**config.mk**
```make
export PLATFORM = sky130hd
export DESIGN_NAME = sprite_rom_arbiter_flat
export DESIGN_NICKNAME = d
export VERILOG_FILES = /design/src/rtl/sprite_rom_arbiter_pkg.sv /design/src/rtl/sprite_rom_arbiter_if.sv /design/src/rtl/sprite_rom_arbiter_rr_pick.sv /design/src/rtl/sprite_rom_arbiter.sv /design/src/flat_wrapper.sv
export SDC_FILE = /design/constraint.sdc
export NUM_CORES = 1
export LEC_CHECK = 0
export BUFFER_PORTS_ARGS = -buffer_cell sky130_fd_sc_hd__clkbuf_2
export CORE_UTILIZATION = 35
export DETAILED_ROUTE_END_ITERATION = 8
export GPL_TIMING_DRIVEN = 0
export PLACE_DENSITY = 0.74
export SLEW_MARGIN = 10
export SYNTH_ARGS = -nofsm -noshare
export SYNTH_HDL_FRONTEND = slang
export SYNTH_SLANG_ARGS = --single-unit
```
**constraint.sdc**
```tcl
create_clock -name vga_clk -period 3.4 [get_ports vga_clk]
set_input_delay 0.51 -clock vga_clk [delete_from_list [all_inputs] [get_ports vga_clk]]
set_output_delay 0.51 -clock vga_clk [all_outputs]
set_load 0.03 [all_outputs]
```
**src/rtl/sprite_rom_arbiter_pkg.sv**
```systemverilog
// Shared types and defaults for the sprite ROM arbiter.
// Latency: n/a (types only).
// Backpressure: n/a.
package sprite_rom_arbiter_pkg;

  localparam int SPR_NUM_REQ     = 4;
  localparam int SPR_ADDR_W      = 19;
  localparam int SPR_DATA_W      = 3;
  localparam int SPR_ROM_LATENCY = 1;

  // The ID type is sized for the largest supported requester count (8), so
  // one pipe-entry type serves every legal NUM_REQ.
  localparam int SPR_MAX_REQ = 8;
  localparam int SPR_ID_W    = $clog2(SPR_MAX_REQ);

  typedef logic [SPR_ID_W-1:0] req_id_t;

  // One slot of the issue pipe: a read in flight and who asked for it.
  typedef struct packed {
    logic    valid;
    req_id_t id;
  } pipe_ent_t;

endpackage

```
**src/rtl/sprite_rom_arbiter_if.sv**
```systemverilog
// Bundle between the sprite renderers / ROM and the arbiter.
// Latency: n/a (wiring only).
// Backpressure: requests wait on grant; responses cannot be stalled.
// Signals: enable, req, req_addr (flattened), grant, rom_address, rom_q,
//          rsp_valid, rsp_id, rsp_data, busy.
interface sprite_rom_arbiter_if
  import sprite_rom_arbiter_pkg::*;
#(
  parameter int NUM_REQ = SPR_NUM_REQ,
  parameter int ADDR_W  = SPR_ADDR_W,
  parameter int DATA_W  = SPR_DATA_W
) ();

  localparam int ID_W = $clog2(NUM_REQ);

  logic                      enable;
  logic [NUM_REQ-1:0]        req;
  logic [NUM_REQ*ADDR_W-1:0] req_addr;
  logic [NUM_REQ-1:0]        grant;
  logic [ADDR_W-1:0]         rom_address;
  logic [DATA_W-1:0]         rom_q;
  logic                      rsp_valid;
  logic [ID_W-1:0]           rsp_id;
  logic [DATA_W-1:0]         rsp_data;
  logic                      busy;

  // Requesters plus the ROM: they drive requests and ROM data.
  modport master (
    output enable, req, req_addr, rom_q,
    input  grant, rom_address, rsp_valid, rsp_id, rsp_data, busy
  );

  // The arbiter itself.
  modport slave (
    input  enable, req, req_addr, rom_q,
    output grant, rom_address, rsp_valid, rsp_id, rsp_data, busy
  );

endinterface

```
**src/rtl/sprite_rom_arbiter_rr_pick.sv**
```systemverilog
// Round-robin picker: first set req bit at or above rr_ptr, wrapping.
// Latency: combinational.
// Backpressure: none; a zero req vector gives a zero grant.
// Ports: req_i, rr_ptr_i in; grant_o (one-hot or 0), winner_o (encoded) out.
module sprite_rom_arbiter_rr_pick #(
  parameter int NUM_REQ = 4,
  parameter int ID_W    = $clog2(NUM_REQ)
) (
  input  logic [NUM_REQ-1:0] req_i,
  input  logic [ID_W-1:0]    rr_ptr_i,
  output logic [NUM_REQ-1:0] grant_o,
  output logic [ID_W-1:0]    winner_o
);

  // Modular add by explicit compare so non-power-of-two counts wrap correctly.
  function automatic logic [ID_W-1:0] wrap_add(input logic [ID_W-1:0] a, input int b);
    int s;
    s = int'(a) + b;
    if (s >= NUM_REQ) s = s - NUM_REQ;
    return s[ID_W-1:0];
  endfunction

  logic [NUM_REQ-1:0] rot;
  logic               any_req;
  logic [ID_W-1:0]    off;

  always_comb begin
    rot      = '0;
    any_req  = 1'b0;
    off      = '0;
    grant_o  = '0;
    // Rotate so the pointer position lands at bit 0.
    for (int i = 0; i < NUM_REQ; i++) begin
      rot[i] = req_i[wrap_add(rr_ptr_i, i)];
    end
    // Lowest set bit of the rotated vector is the winner's offset.
    for (int i = 0; i < NUM_REQ; i++) begin
      if (!any_req && rot[i]) begin
        any_req = 1'b1;
        off     = i[ID_W-1:0];
      end
    end
    // Undo the rotation.
    winner_o = wrap_add(rr_ptr_i, int'(off));
    if (any_req) grant_o[winner_o] = 1'b1;
  end

endmodule

```
**src/rtl/sprite_rom_arbiter.sv**
```systemverilog
// Shares one synchronous sprite ROM port among NUM_REQ requesters, tagging data by owner.
// Latency: grant in cycle t -> rsp_valid in cycle t+1+ROM_LATENCY; 1 read/cycle.
// Backpressure: req held until grant; responses are never stalled.
// Ports: vga_clk, reset (sync, active-high); arb (slave modport) carries requests,
//        grant, ROM address/data and tagged responses.
module sprite_rom_arbiter
  import sprite_rom_arbiter_pkg::*;
#(
  parameter int NUM_REQ     = SPR_NUM_REQ,
  parameter int ADDR_W      = SPR_ADDR_W,
  parameter int DATA_W      = SPR_DATA_W,
  parameter int ROM_LATENCY = SPR_ROM_LATENCY
) (
  input logic                 vga_clk,
  input logic                 reset,
  sprite_rom_arbiter_if.slave arb
);

  localparam int ID_W  = $clog2(NUM_REQ);
  localparam int DEPTH = 1 + ROM_LATENCY;

  logic [ID_W-1:0]    rr_ptr_q, rr_ptr_d;
  logic [ADDR_W-1:0]  rom_addr_q, rom_addr_d;
  pipe_ent_t          pipe_q [DEPTH];
  pipe_ent_t          pipe_d [DEPTH];

  logic [NUM_REQ-1:0] pick_grant;
  logic [ID_W-1:0]    winner;
  logic               grant_vld;

  sprite_rom_arbiter_rr_pick #(
    .NUM_REQ (NUM_REQ),
    .ID_W    (ID_W)
  ) u_rr_pick (
    .req_i    (arb.req),
    .rr_ptr_i (rr_ptr_q),
    .grant_o  (pick_grant),
    .winner_o (winner)
  );

  // No grants while disabled or held in reset; in-flight reads keep shifting.
  assign arb.grant = (arb.enable && !reset) ? pick_grant : '0;
  assign grant_vld = |arb.grant;

  always_comb begin
    rr_ptr_d   = rr_ptr_q;
    rom_addr_d = rom_addr_q;
    pipe_d[0]  = '0;
    for (int i = 1; i < DEPTH; i++) pipe_d[i] = pipe_q[i-1];
    if (grant_vld) begin
      rom_addr_d      = arb.req_addr[int'(winner)*ADDR_W +: ADDR_W];
      rr_ptr_d        = (int'(winner) == NUM_REQ-1) ? '0 : winner + 1'b1;
      pipe_d[0].valid = 1'b1;
      pipe_d[0].id    = req_id_t'(winner);
    end
  end

  always_ff @(posedge vga_clk) begin
    if (reset) begin
      rr_ptr_q   <= '0;
      rom_addr_q <= '0;
      for (int i = 0; i < DEPTH; i++) pipe_q[i] <= '0;
    end else begin
      rr_ptr_q   <= rr_ptr_d;
      rom_addr_q <= rom_addr_d;
      for (int i = 0; i < DEPTH; i++) pipe_q[i] <= pipe_d[i];
    end
  end

  // The last pipe slot lines up with the ROM word for that read.
  pipe_ent_t tail;
  assign tail = pipe_q[DEPTH-1];

  assign arb.rom_address = rom_addr_q;
  assign arb.rsp_valid   = tail.valid;
  assign arb.rsp_id      = tail.id[ID_W-1:0];
  assign arb.rsp_data    = arb.rom_q;

  logic unused_id_bits;
  assign unused_id_bits = ^tail.id;

  always_comb begin
    arb.busy = 1'b0;
    for (int i = 0; i < DEPTH; i++) arb.busy = arb.busy | pipe_q[i].valid;
  end

endmodule
```
**src/flat_wrapper.sv**
```systemverilog
// flat-port wrapper written by rule: the top's interface ports become plain ports
module sprite_rom_arbiter_flat import sprite_rom_arbiter_pkg::*;
#(
  parameter int NUM_REQ     = SPR_NUM_REQ,
  parameter int ADDR_W      = SPR_ADDR_W,
  parameter int DATA_W      = SPR_DATA_W,
  parameter int ROM_LATENCY = SPR_ROM_LATENCY
)
  (vga_clk, reset, arb_enable, arb_req, arb_req_addr, arb_rom_q, arb_grant, arb_rom_address, arb_rsp_valid, arb_rsp_id, arb_rsp_data, arb_busy);
  sprite_rom_arbiter_if #(.NUM_REQ(NUM_REQ), .ADDR_W(ADDR_W), .DATA_W(DATA_W)) arb_i ();
  input logic vga_clk;
  input logic reset;
  input wire logic [$bits(arb_i.enable)-1:0] arb_enable;
  input wire logic [$bits(arb_i.req)-1:0] arb_req;
  input wire logic [$bits(arb_i.req_addr)-1:0] arb_req_addr;
  input wire logic [$bits(arb_i.rom_q)-1:0] arb_rom_q;
  output wire logic [$bits(arb_i.grant)-1:0] arb_grant;
  output wire logic [$bits(arb_i.rom_address)-1:0] arb_rom_address;
  output wire logic [$bits(arb_i.rsp_valid)-1:0] arb_rsp_valid;
  output wire logic [$bits(arb_i.rsp_id)-1:0] arb_rsp_id;
  output wire logic [$bits(arb_i.rsp_data)-1:0] arb_rsp_data;
  output wire logic [$bits(arb_i.busy)-1:0] arb_busy;
  assign arb_i.enable = arb_enable;
  assign arb_i.req = arb_req;
  assign arb_i.req_addr = arb_req_addr;
  assign arb_i.rom_q = arb_rom_q;
  assign arb_grant = arb_i.grant;
  assign arb_rom_address = arb_i.rom_address;
  assign arb_rsp_valid = arb_i.rsp_valid;
  assign arb_rsp_id = arb_i.rsp_id;
  assign arb_rsp_data = arb_i.rsp_data;
  assign arb_busy = arb_i.busy;
  sprite_rom_arbiter #(.NUM_REQ(NUM_REQ), .ADDR_W(ADDR_W), .DATA_W(DATA_W), .ROM_LATENCY(ROM_LATENCY)) u_core (.vga_clk(vga_clk), .reset(reset), .arb(arb_i));
endmodule
```
; Word level (Yosys, flattened, before mapping)
; Memory sizes are Yosys's and may differ from the RTL's.
; Cells that the tools add are included.
[totals]
output_inout_bits = 30
ram_bits = 8
reg_bits = 21
input_bits = 86
word_cells = 71
mem_count = 1
[op_classes]
bitwise_logic = 3
shifts = 1
magnitude_cmp = 11
n_mul = 1
addsub = 10
n_mux = 31
eq_ne = 1
n_reduce_logical = 10
[mem_list]
columns = memory, words, word_bits, rd, rd_clocked_by_memory_dff, wr, line_no
row1 = u_core.pipe_q, 2, 4, 2, 0, 2, sprite_rom_arbiter.sv:24  ; pipe_ent_t pipe_q [DEPTH];
[ops]
columns = op, count
row1 = $shiftx 76x32->19, 1
row2 = $mux 4, 5
row3 = $mux 2, 8
row4 = $lt 2x3->1 const B, 5
row5 = $mux 1, 13
row6 = $ge 3x3->1 const B, 4
row7 = $sub 2x1->2 const B, 5
row8 = $bmux 1 s2, 4
row9 = $mul 2x5->7 const B, 1
row10 = $add 2x2->3 const B, 2
row11 = $logic_and 1x1->1, 5
row12 = $logic_not 1->1, 4
row13 = $reduce_or 4->1, 1
row14 = $add 2x1->3 const B, 1
row15 = $add 2x2->3, 1
row16 = $ge 2x3->1 const B, 1
row17 = $or 1x1->1, 3
row18 = $add 2x1->2 const B, 1
row19 = $demux 1 s2, 1
row20 = $eq 2x1->1 const B, 1
row21 = $ge 2x1->1 const B, 1

; Longest topological paths before layout
[depth]
word_depth = 26
mapped_depth = 11
depth_no_buf = 9

; By module
; From an unflattened synthesis, not the netlist that was laid out.
[unflattened]
hier_cells = 137
area_unflattened_um2 = 1649.1
[modules_own_cells]
columns = mod, instances, seq_area_each_um2, area_per_inst_um2, cells_each
row1 = sprite_rom_arbiter, 1, 540.5, 1377.6, 98
row2 = sprite_rom_arbiter_rr_pick, 1, 0.0, 271.5, 39

; Worst setup path after synthesis
; OpenSTA, ideal clock, no wires.
[synth_path]
kind = input to output
startpoint = in arb_req[2]
endpoint = out arb_grant[0]
stages = 7
path_buffers = 3
slack_ns = 0.271
arrival_time_ns = 2.619
required_time_ns = 2.890
cell_sequence = clkbuf_1 or4_1 o2111ai_1 ha_1 clkbuf_1 clkbuf_1 nor3b_1
[synth_via]
elab_chain_cells = 21
elab_cells_between_ends = 32
classes_between = add/sub: 2 / order compare: 3 / mux: 20 / reduce/logical: 7
[synth_rtl]
columns = item, line_no
row1 = from (decl), flat_wrapper.sv:14  ; input wire logic [$bits(arb_i.req)-1:0] arb_req;
row2 = $bmux 1 s2, sprite_rom_arbiter_rr_pick.sv:34  ; rot[i] = req_i[wrap_add(rr_ptr_i, i)];
row3 = $mux 1 (implied by the code), sprite_rom_arbiter_rr_pick.sv:34
row4 = $mux 1, sprite_rom_arbiter_rr_pick.sv:38  ; if (!any_req && rot[i]) begin
row5 = $logic_not 1->1, sprite_rom_arbiter_rr_pick.sv:38
row6 = $logic_and 1x1->1, sprite_rom_arbiter_rr_pick.sv:38
row7 = $mux 1, sprite_rom_arbiter_rr_pick.sv:38
row8 = $logic_not 1->1, sprite_rom_arbiter_rr_pick.sv:38
row9 = $logic_and 1x1->1, sprite_rom_arbiter_rr_pick.sv:38
row10 = (+6 left out), --
row11 = $mux 2 (*), sprite_rom_arbiter_rr_pick.sv:19  ; if (s >= NUM_REQ) s = s - NUM_REQ;
row12 = via u_core.u_rr_pick.winner_o[0], sprite_rom_arbiter_rr_pick.sv:12  ; output logic [ID_W-1:0] winner_o
row13 = $lt 2x3->1 (implied by the code) or $ge 2x1->1 (tied branches), sprite_rom_arbiter_rr_pick.sv:45  ; if (any_req) grant_o[winner_o] = 1'b1;
row14 = $logic_and 1x1->1 (implied by the code), sprite_rom_arbiter_rr_pick.sv:45
row15 = $mux 1 (implied by the code), sprite_rom_arbiter_rr_pick.sv:45
row16 = $demux 1 s2 (*), sprite_rom_arbiter_rr_pick.sv:45
row17 = $mux 4 (*), sprite_rom_arbiter_rr_pick.sv:45
row18 = $mux 4 (*), sprite_rom_arbiter.sv:42  ; assign arb.grant = (arb.enable && !reset) ? pick_grant : '0;
row19 = to (decl), flat_wrapper.sv:17  ; output wire logic [$bits(arb_i.grant)-1:0] arb_grant;
; The timed path passes the listed nets; every way through them passes the cells marked *. The select of a mux whose other input is x is not followed.

; Worst setup path after layout
[layout_path]
startpoint = reg u_core.rr_ptr_q[0]
endpoint = out arb_grant[1]
[layout_via]
elab_chain_cells = 23
elab_cells_between_ends = 47
classes_between = add/sub: 9 / order compare: 7 / mux: 24 / reduce/logical: 7
[layout_rtl]
columns = item, line_no
row1 = from (decl), sprite_rom_arbiter.sv:22  ; logic [ID_W-1:0] rr_ptr_q, rr_ptr_d;
row2 = from (signal assigned), sprite_rom_arbiter.sv:64  ; rr_ptr_q <= rr_ptr_d;
row3 = "parallel branches: the longest is 14 deep, another holds $add 2x1->3", --
row4 = $add 2x2->3 (*), sprite_rom_arbiter_rr_pick.sv:18  ; s = int'(a) + b;
row5 = $ge 3x3->1 or $sub 2x1->2 (tied branches), sprite_rom_arbiter_rr_pick.sv:19
row6 = $mux 2 (*), sprite_rom_arbiter_rr_pick.sv:19
row7 = via u_core.u_rr_pick.winner_o[0], sprite_rom_arbiter_rr_pick.sv:12
row8 = $lt 2x3->1 (implied by the code) or $ge 2x1->1 (tied branches), sprite_rom_arbiter_rr_pick.sv:45
row9 = $logic_and 1x1->1 (implied by the code), sprite_rom_arbiter_rr_pick.sv:45
row10 = $mux 1 (implied by the code), sprite_rom_arbiter_rr_pick.sv:45
row11 = $demux 1 s2 (*), sprite_rom_arbiter_rr_pick.sv:45
row12 = $mux 4 (*), sprite_rom_arbiter_rr_pick.sv:45
row13 = $mux 4 (*), sprite_rom_arbiter.sv:42
; Mark *: on every way through the listed nets, which the timed path passes. The select of a mux whose other input is x is not followed.

==> summary.txt <==
Timing
  – Max Clock Freq: 319 MHz
  – Final worst slack: 264 ps
  – Max-slew headroom: 53.6%
  – Slew @ Worst Pin: 694 ps
  – RSZ-0062 raised after global routing: no
  – Slew Viols, Final: 0
  – Setup TNS: 0 ps
  – Tmin final: about 3100 ps
  – Tcrit/Tclk final: 92.2%
  – Final setup fails: 0
  – Worst Skew: 5.20 ps
  – Final hold violations: 0

Power
  – P_leak: 1.20 nW
  – Power Dens Cells: 642 nW/um2
  – Sw frac: 45.9%
  – Internal power: 0.932 mW
  – NetSw: 0.790 mW
  – Max IR drop VDD: 0.000308 V
  – Combinational Power Share: 60.3%
  – Sequential Power Share: 28.8%
  – Total power: ~1.7 mW
  – Clock network power share: between 10% and 20%

Floorplanning
  – DIE AREA: 6030 um2
  – Initial Utilization: a little over a third
  – Die W: 77.7 um
  – Boundary Pins: 116
  – FP Rows: 27
  – Core Region: 5510 um2
  – Die height: roughly 78 um

Synthesis
  – FF+latch count, synth: 27
  – Yosys top cell by area: dfxtp_1
  – YS warnings: 0
  – Sequential area share after synthesis: 27.0%
  – Cell variety after synth: 39
  – Gate Count Post-Synth: 222
  – Syn avg cell area: 9.02 um2
  – Synth top area share: 27.0%
  – Synthesized area: 2000 um2
  – Synth area leaders: dfxtp_1 (27%), mux2_2 (22%), a221oi_1 (16%)
  – Syn Nets: 309

Clock network
  – H-tree depth: 1
  – Clock-pin slew on the worst setup and hold paths: around 90 ps
  – Max clock buf depth: 2
  – Cts hold-fix bufs: 0
  – CTS tree: done
  – Clock tree root buffer cell: clkbuf_8
  – Total CTS buffers: 3
  – Clock sink count: 27
  – Later-pin clock latency in the skew report: 270 ps

Global routing
  – M3 GR Usage: 3.88%
  – GR Util met2: 34.9%
  – Global-route track usage on met1: 25.3%
  – GRT Max-Usage Layer: met2
  – Initial antenna violation count: 0
  – GRT Total Usage: between 20 and 25%
  – GR Overflow Total: 0
  – Vias in the first global route: between 2000 and 2500
  – Largest net degree at the start of global routing: 15
  – First-pass GRT wire length: 9750 um

Cells and area
  – Share of layout cells above drive strength 1: roughly 53%
  – Most common cell after layout, fill and taps aside: clkbuf_2
  – Area Overhead vs Synth: 33.9%
  – Layout Nets: 421
  – Antenna diode count: 0
  – Most frequent cells in the layout: clkbuf_2 (109), mux2_2 (39), a221oi_1 (36)
  – Final Util: 48.7%
  – Finished Layout Cells: 405

Placed design
  – Placer Congestion: 0.825
  – Port Buffer Count: 108
  – Dpl ws: -115 ps
  – Post-DP HPWL: ~4600 um
  – Placed Cells: 402

Critical path
  – Crit. End Element: primary output
  – CP required: 2890 ps
  – Setup crit start kind: flop
  – Crit Path Class: flop to primary output
  – Worst Path Max Fanout: 10
  – Worst EP arrival: 2630 ps

Route
  – Final wirelength: 6010 um
  – Vias: 2198
  – Vias/cell: 5.43
  – Final antenna-violating net count: 0
  – DRT Pass-1 Iters: 4
  – Post-DR wirelength/cell: 14.8 um
  – Drt drc: 0
  – Drt initial violations: 99

Outcome
  – Outcome: complete, no violations

Hold path
  – Hold crit path type: flop to flop

Run
  – Max-cap violations: 0
==> area by class of cell <==
type,count,area [um2]
multi-input combinational,166,1310
clock buffer,4,45.0
fill,530,2820
tap,72,90.1
timing repair buffer,108,541
sequential,27,541
buffer,25,146
inverter,3,11.3
==> logic make-up (layout without fill, tap and decap cells) <==
| family | count (synthesis) | count (layout) | synth area share [%] |
|---|---|---|---|
| multiplexers | 41 | 41 | 22.9 |
| XOR/XNOR | 2 | 2 | 0.875 |
| adder cells (fa/ha/maj) | 1 | 1 | 0.625 |
| AND/OR/NAND/NOR | 49 | 49 | 11.8 |
| flip-flops | 27 | 27 | 27.0 |
| buffers and inverters | 29 | 140 | 7.81 |
| AO/OA/AOI/OAI | 73 | 73 | 29.0 |
==> final timing paths <==
| path | startpoint | to | slack (ps) | cells past startpoint |
|---|---|---|---|---|
| hold reg to reg | u_core.pipe_q[0][0] | u_core.pipe_q[0][4] | 440 | 1 |
| setup reg to reg | u_core.rr_ptr_q[0] | u_core.arb.rom_address[8] | 370 | 8 |
| hold / removal | u_core.pipe_q[0][0] | u_core.pipe_q[0][4] | 440 | 1 |
| setup / recovery | u_core.rr_ptr_q[0] | arb_grant[1] | 260 | 8 |
==> routing by layer <==
metal	share of wire [%]	vias to the layer above
li1	-	1076
met1	44	1028
met2	49	92
met3	6.1	2
met4	0.43	0
met5	0	-
==> sequential cells by signal (all words and copies together) (netlist names) <==
register and flops:
u_core.arb.rom_address 19, u_core.rr_ptr_q 2, u_core.pipe_q 6
==> synth_stat cells (all sizes together) <==
cell type,number
buf,15
a21o,1
o211ai,1
nand2b,4
o41a,1
inv,3
or2,2
mux2,39
mux2i,2
clkbuf,11
o21ai,19
a31oi,2
o2111ai,1
nor2,8
or4,1
and2,3
a221oi,38
nor3,2
dfxtp,27
xor2,1
a211oi,1
xnor2,1
o22a,1
nor2b,4
nor3b,1
ha,1
o32ai,2
o22ai,2
o21bai,1
o21ba,2
nand2,24
a31o,1
==> worst max-delay path: stages, from the launching register on <==
cell       delay, ps
dfxtp_1          360
clkbuf_2         200
or4_1            550
o2111ai_1        120
ha_2             380
clkbuf_4         240
and2_1           180
and2_1           150
clkbuf_2         170
==> power groups by stage <==
| stage | combinational [mW] | clock [mW] | sequential (mW) |
|---|---|---|---|
| 2_1_floorplan | 0.549 | 0 | 0.700 |
| 3_3_place_gp | 1.02 | 0 | 0.494 |
| 3_5_place_dp | 1.03 | 0 | 0.499 |
| 4_1_cts | 1.04 | 0.189 | 0.493 |
| 5_1_grt | 1.12 | 0.206 | 0.507 |
| 6_report | 1.04 | 0.188 | 0.495 |
==> stage by stage <==
stage | hold slack, ps | area, um2
2_1_floorplan | 414 | 2000
3_3_place_gp | 417 | 2630
3_5_place_dp | 424 | 2630
4_1_cts | 446 | 2680
5_1_grt | 459 | 2680
6_report | 443 | 2680
==> repair_timing <==
action	CTS	global route
endpoints found under the hold margin	0	0
resized for setup	3	1
gates cloned	0	0
buffers inserted	0	0
setup endpoints to repair	4	12
No activity file was read; power rests on OpenSTA's default activity.
